===== src/rtl/axi_arb_pkg.sv =====
// Shared types and constants for the two-master AXI4 read-channel arbiter.
// Optional feature macro: AXI_READ_ARB_RR_EN (round-robin grant policy).
package axi_arb_pkg;

  localparam int AXI_LEN_W = 8;

  // Arbiter sequencing: wait for a request, forward one AR, then stream R beats.
  typedef enum logic [1:0] {
    IDLE = 2'd0,
    ADDR = 2'd1,
    DATA = 2'd2
  } arb_state_e;

  // AXI burst type encodings.
  localparam logic [1:0] BURST_FIXED = 2'b00;
  localparam logic [1:0] BURST_INCR  = 2'b01;
  localparam logic [1:0] BURST_WRAP  = 2'b10;

  // Number of beats in a burst; arlen = 255 needs the ninth bit.
  function automatic logic [AXI_LEN_W:0] burst_beats(input logic [AXI_LEN_W-1:0] len);
    return {1'b0, len} + 9'd1;
  endfunction

endpackage


===== src/rtl/axi_read_arbiter_pick2.sv =====
// Two-way grant selection for axi_read_arbiter.
// Optional feature macro: AXI_READ_ARB_RR_EN selects round-robin on ties;
// otherwise master 0 always wins ties and the pointer input is ignored.
module arb_pick2 (
  input  logic [1:0] req_i,
  input  logic       ptr_i,
  output logic       winner_o
);

`ifdef AXI_READ_ARB_RR_EN
  // Tie goes to the master named by the pointer; a lone request always wins.
  always_comb begin
    winner_o = 1'b0;
    if (req_i == 2'b11) begin
      winner_o = ptr_i;
    end else begin
      winner_o = req_i[1] & ~req_i[0];
    end
  end
`else
  logic unused_ptr;
  assign unused_ptr = ptr_i;

  // Master 0 wins whenever it requests.
  always_comb begin
    winner_o = req_i[1] & ~req_i[0];
  end
`endif

endmodule


===== src/rtl/axi_read_arbiter.sv =====
// Two-master AXI4 read-channel arbiter in front of a single RAM read port.
// One master owns the slave from grant until the R beat carrying rlast.
// Optional feature macro: AXI_READ_ARB_RR_EN (round-robin instead of fixed
// priority with master 0 winning ties).
//
// Handshakes: a transfer happens on a rising edge where valid && ready;
// valid is never gated by ready, and AR/R paths are pure combinational
// pass-through to and from the granted master.
module axi_read_arbiter
  import axi_arb_pkg::*;
#(
  parameter int DATA_WIDTH    = 32,
  parameter int ADDRESS_WIDTH = 8
) (
  input  logic                     aclk,
  input  logic                     aresetn,
  // master 0
  input  logic [ADDRESS_WIDTH-1:0] m0_araddr,
  input  logic [AXI_LEN_W-1:0]     m0_arlen,
  input  logic [2:0]               m0_arsize,
  input  logic [1:0]               m0_arburst,
  input  logic                     m0_arvalid,
  output logic                     m0_arready,
  output logic [DATA_WIDTH-1:0]    m0_rdata,
  output logic [1:0]               m0_rresp,
  output logic                     m0_rlast,
  output logic                     m0_rvalid,
  input  logic                     m0_rready,
  // master 1
  input  logic [ADDRESS_WIDTH-1:0] m1_araddr,
  input  logic [AXI_LEN_W-1:0]     m1_arlen,
  input  logic [2:0]               m1_arsize,
  input  logic [1:0]               m1_arburst,
  input  logic                     m1_arvalid,
  output logic                     m1_arready,
  output logic [DATA_WIDTH-1:0]    m1_rdata,
  output logic [1:0]               m1_rresp,
  output logic                     m1_rlast,
  output logic                     m1_rvalid,
  input  logic                     m1_rready,
  // slave
  output logic [ADDRESS_WIDTH-1:0] s_araddr,
  output logic [AXI_LEN_W-1:0]     s_arlen,
  output logic [2:0]               s_arsize,
  output logic [1:0]               s_arburst,
  output logic                     s_arvalid,
  input  logic                     s_arready,
  input  logic [DATA_WIDTH-1:0]    s_rdata,
  input  logic [1:0]               s_rresp,
  input  logic                     s_rlast,
  input  logic                     s_rvalid,
  output logic                     s_rready,
  // status
  output logic                     grant_id,
  output logic                     busy,
  output logic                     len_err,
  output logic [1:0]               dbg_state_o
);

  arb_state_e          state_q;
  logic                grant_q;
  logic [AXI_LEN_W:0]  beats_left_q;
  logic                len_err_q;
  logic                winner;
  logic                ptr;
  logic                in_addr;
  logic                in_data;
  logic                ar_hs;
  logic                r_hs;
  logic [AXI_LEN_W-1:0] g_arlen;

`ifdef AXI_READ_ARB_RR_EN
  logic ptr_q;
  assign ptr = ptr_q;
`else
  assign ptr = 1'b0;
`endif

  arb_pick2 u_pick (
    .req_i    ({m1_arvalid, m0_arvalid}),
    .ptr_i    (ptr),
    .winner_o (winner)
  );

  assign in_addr = (state_q == ADDR);
  assign in_data = (state_q == DATA);

  // AR path: granted master's fields go straight to the slave.
  assign s_araddr  = grant_q ? m1_araddr  : m0_araddr;
  assign g_arlen   = grant_q ? m1_arlen   : m0_arlen;
  assign s_arlen   = g_arlen;
  assign s_arsize  = grant_q ? m1_arsize  : m0_arsize;
  assign s_arburst = grant_q ? m1_arburst : m0_arburst;
  assign s_arvalid = in_addr & (grant_q ? m1_arvalid : m0_arvalid);
  assign m0_arready = in_addr & ~grant_q & s_arready;
  assign m1_arready = in_addr &  grant_q & s_arready;

  // R path: payload is broadcast, valid only reaches the owner.
  assign m0_rdata  = s_rdata;
  assign m1_rdata  = s_rdata;
  assign m0_rresp  = s_rresp;
  assign m1_rresp  = s_rresp;
  assign m0_rlast  = s_rlast;
  assign m1_rlast  = s_rlast;
  assign m0_rvalid = in_data & ~grant_q & s_rvalid;
  assign m1_rvalid = in_data &  grant_q & s_rvalid;
  assign s_rready  = in_data & (grant_q ? m1_rready : m0_rready);

  assign ar_hs = s_arvalid & s_arready;
  assign r_hs  = s_rvalid & s_rready;

  assign grant_id    = grant_q;
  assign busy        = (state_q != IDLE);
  assign len_err     = len_err_q;
  assign dbg_state_o = state_q;

  // Grant / address / data sequencing with burst-length checking on each R beat.
  always_ff @(posedge aclk or negedge aresetn) begin
    if (!aresetn) begin
      state_q      <= IDLE;
      grant_q      <= 1'b0;
      beats_left_q <= '0;
      len_err_q    <= 1'b0;
`ifdef AXI_READ_ARB_RR_EN
      ptr_q        <= 1'b0;
`endif
    end else begin
      len_err_q <= 1'b0;
      case (state_q)
        IDLE: begin
          if (m0_arvalid || m1_arvalid) begin
            grant_q <= winner;
            state_q <= ADDR;
          end
        end
        ADDR: begin
          if (ar_hs) begin
            beats_left_q <= burst_beats(g_arlen);
            state_q      <= DATA;
          end
        end
        DATA: begin
          if (r_hs) begin
            if (beats_left_q != '0) begin
              beats_left_q <= beats_left_q - 9'd1;
            end
            // rlast must coincide exactly with the final expected beat.
            len_err_q <= s_rlast ^ (beats_left_q == 9'd1);
            if (s_rlast) begin
              state_q <= IDLE;
`ifdef AXI_READ_ARB_RR_EN
              ptr_q   <= ~grant_q;
`endif
            end
          end
        end
        default: state_q <= IDLE;
      endcase
    end
  end

endmodule


===== config.mk =====
export PLATFORM = sky130hd
export DESIGN_NAME = axi_read_arbiter
export DESIGN_NICKNAME = d
export VERILOG_FILES = /design/src/rtl/axi_arb_pkg.sv /design/src/rtl/axi_read_arbiter_pick2.sv /design/src/rtl/axi_read_arbiter.sv
export SDC_FILE = /design/constraint.sdc
export NUM_CORES = 1
export LEC_CHECK = 0
export CAP_MARGIN = 30
export CORE_MARGIN = 4
export CORE_UTILIZATION = 27
export CTS_BUF_LIST = sky130_fd_sc_hd__clkbuf_16
export DETAILED_ROUTE_END_ITERATION = 7
export PLACE_DENSITY = 0.85
export SYNTH_ARGS = -nofsm -noshare
export SYNTH_HDL_FRONTEND = slang
export SYNTH_SLANG_ARGS = --single-unit

===== constraint.sdc =====
create_clock -name aclk -period 2 [get_ports aclk]
set_input_delay 0.2 -clock aclk [delete_from_list [all_inputs] [get_ports aclk]]
set_output_delay 0.2 -clock aclk [all_outputs]
set_load 0.05 [all_outputs]

==> flow_summary.yaml <==
status:
  status: "completed"
sta:
  finalCritPeriodShare: 0.9286
  final-setup-viol-count: 0
  hold_violations: 0
  rsz_0062_raised_after_global_routing: "false"
  max_freq_mhz: 538.4
  worstMarginPinSlew_ns: 0.5943
  max-slew-margin-rel: 0.6026
  timing_max_transition_violations_final: 0
  timing.clock.skew_ns: 0.002043
  finalCriticalPeriod_ns: 1.857
floorplanning:
  row_count: 29
  core_area_um2: 6459
  die_x_um: 90.40
  die-area_um2: 8171
  initial_standard_cell_utilization_of_the_core: 0.2838
  die_h_um: 90.40
  boundaryPins: 187
routing:
  dr.first_iter.drc_count: 98
  avgViaCountPerCell: 4.991
  remaining_drc_errors: 0
  drt.antenna.violating_nets: 0
  drt-wirelength-per-cell_um: 16.46
  routed-via-count: 1582
  drtPass1Iterations: 4
  totalWireLength_um: 5218
synthesis:
  ys_seq_area_frac: 0.1775
  mappedNetlistArea_um2: 1833
  yosysTopAreaCell: "buf_4"
  yosysTopAreaCellShare: 0.2990
  synth.most_common_cell: "buf_4"
  synth_net_count: 312
  synth_ff_type: "dfrtp_1"
  yosys-top-cells-count: "73 x buf_4, 20 x mux2_2, 15 x nor2_1, 13 x dfrtp_1, 11 x o21ai_0"
  postSynthCellCount: 223
  ys_types: 44
  average_cell_area_after_synthesis_um2: 8.220
  asyncSetResetFlopFracSynth: 1.000
  number_of_warnings_printed_during_yosys_synthesis: 0
  synth-seq-cells: 13
  synth.top_cells.by_area: "buf_4 30%, dfrtp_1 18%, mux2_2 12%"
  number_of_synthesized_flops_with_an_enable_pin: 0
cts:
  cts-buffers-inserted: 3
  cts.repair.resized: 0
  cts_hold_repair.buffers: 0
  cts_post_setup_buffers_inserted: 0
  clockRootBuffer: "clkbuf_16"
  clock_path_buffers: 2
  clkTransAtPathRegs_ns: 0.05
  worstSkewPairLatency_ns: 0.24
  clkSinkCount: 13
  cts_max_level: 1
  tritoncts: "built"
worst_setup_path:
  cell_chain_of_the_critical_path: "mux2_2 > ha_4 > nand4b_1 > nand2_2 > and3_1 > a41oi_1 > o21ai_1"
  setup.worst_path.start: "grant_id"
  critPathMaxStageDelay_ns: 0.50
  timing.critical_path.max_delay_family: "flip-flops"
  critical_path_required_ns: 2.12
  worstSetupPathType: "flip-flop to flip-flop"
  crit_fanout: 8
  critical_path.endpoint_type: "flip-flop"
  arrival_ns: 1.98
  worstPathBufferInverterCount: 0
  worstSetupStartpointType: "flip-flop"
  worst_path_max_delay_cell: "dfrtp_2"
  rr_startpoint: "grant_id"
hold_path:
  timing.hold.worst.class: "input port to asynchronous set/reset pin"
placement:
  gp_congestion: 0.9141
  place_area_um2: 2300
  port_buffers: 84
  dp.final_hpwl_um: 4286
  dpl.cell_count: 313
layout:
  drive_above_1_share: 0.2958
  finish.instance_area_um2: 2379
  stdcell_count: 317
  finalNetCount: 330
  syn2layout_area_growth_pct: 29.76
  antenna-diode-count: 0
grt:
  grtUsageTotal: 0.1224
  overflow: 0
  grt_pass1_vias: 1698
  grt_first_pass_wirelength_um: 8418
  antenna_found_initial: 0
  grt_start_max_net_pins: 26
power_and_ir_drop:
  irDropWorstVdd_v: 0.0003897
  p_leak_uw: 0.001003
  total_power_uw: 3365
  cellPowerDensity_nw_per_um2: 1415
run:
  max-cap-violations: 0
==> final timing paths <==
| kind | to | slack (ns) | cells past startpoint |
|---|---|---|---|
| setup / recovery | beats_left_q[8] | 0.14 | 7 |
| hold / removal | beats_left_q[3] | 0.34 | 1 |
| setup reg to reg | beats_left_q[8] | 0.14 | 7 |
| hold reg to reg | beats_left_q[8] | 0.54 | 2 |
| max in group asynchronous | grant_id | 1.24 | 1 |
| min in group aclk | m0_rdata[18] | 0.40 | 0 |
==> registers in the layout, indices dropped and copies added (netlist names) <==
| signal | count |
|---|---|
| beats_left_q | 9 |
| dbg_state_o | 2 |
| grant_id | 1 |
| len_err | 1 |
==> power by group <==
part / switching (µW) / leakage (µW) / internal, µW
registers: 188 / 0.000160 / 374
logic: 1430 / 0.000801 / 1000
clock network: 111 / 0.0000423 / 264
==> logic make-up (layout without fill, tap and decap cells) <==
kind of cell,count (synthesis),after routing,share of synthesized area
adder cells (fa/ha/maj),4,4,0.02730
multiplexers,23,23,0.1420
flip-flops,13,13,0.1775
AND/OR/NAND/NOR,61,61,0.1850
XOR/XNOR,3,3,0.01434
AO/OA/AOI/OAI,35,35,0.1270
buffers and inverters,84,101,0.3270
==> routing by layer <==
metal  part of all wire  vias to the layer above  global-route usage
met5                  0                        -                   0
met4              0.020                        0             0.04719
met3               0.11                       11             0.05083
met2               0.52                       98              0.2246
met1               0.35                      732              0.1223
li1                   -                      741                   -
==> final cells by class <==
type	instances	area, µm²
Clock buffer	3	75.07
Inverter	7	26.28
Clock inverter	1	3.754
Sequential cell	13	326.6
Multi-Input combinational cell	126	929.6
Tap cell	77	96.34
Fill cell	619	4080
Timing Repair Buffer	90	920.9
==> cells in the final DEF, fill, tap and decap left out, types with 2 or more instances in the layout <==
cell             Yosys  final
a211o_1              2      2
a21oi_1              9      9
and3_1               3      3
buf_12               0      9
buf_4               73     28
clkbuf_16            0      3
clkdlybuf4s50_1      0     53
dfrtp_1             13     12
ha_1                 4      3
inv_1                7      8
mux2_2              20     19
mux2_4               1      2
mux2i_1              2      2
nand2_1              7      6
nand2b_1             2      2
nand3_1              9      9
nand3b_1             3      3
nand4_1              3      3
nand4b_1             2      2
nor2_1              15     14
nor2_2               1      2
nor3_1               8      8
o21ai_0             11      7
o21ai_1              0      4
or4_1                2      2
xor2_1               3      3
==> per-stage QoR <==
| stage | utilization | TNS [ns] | hold WS, ns | setup slack, ns |
|---|---|---|---|---|
| after detailed placement | 0.3561 | 0 | 0.4005 | 0.1180 |
| after CTS | 0.3683 | 0 | 0.3637 | 0.1427 |
| final | 0.3683 | 0 | 0.3373 | 0.1428 |
| after global placement | 0.3561 | 0 | 0.4005 | 0.1924 |
| after global routing | 0.3683 | 0 | 0.3833 | 0.06713 |
| after floorplan | - | -1.068 | -0.09559 | -0.3319 |
No activity file was read; power rests on OpenSTA's default activity.
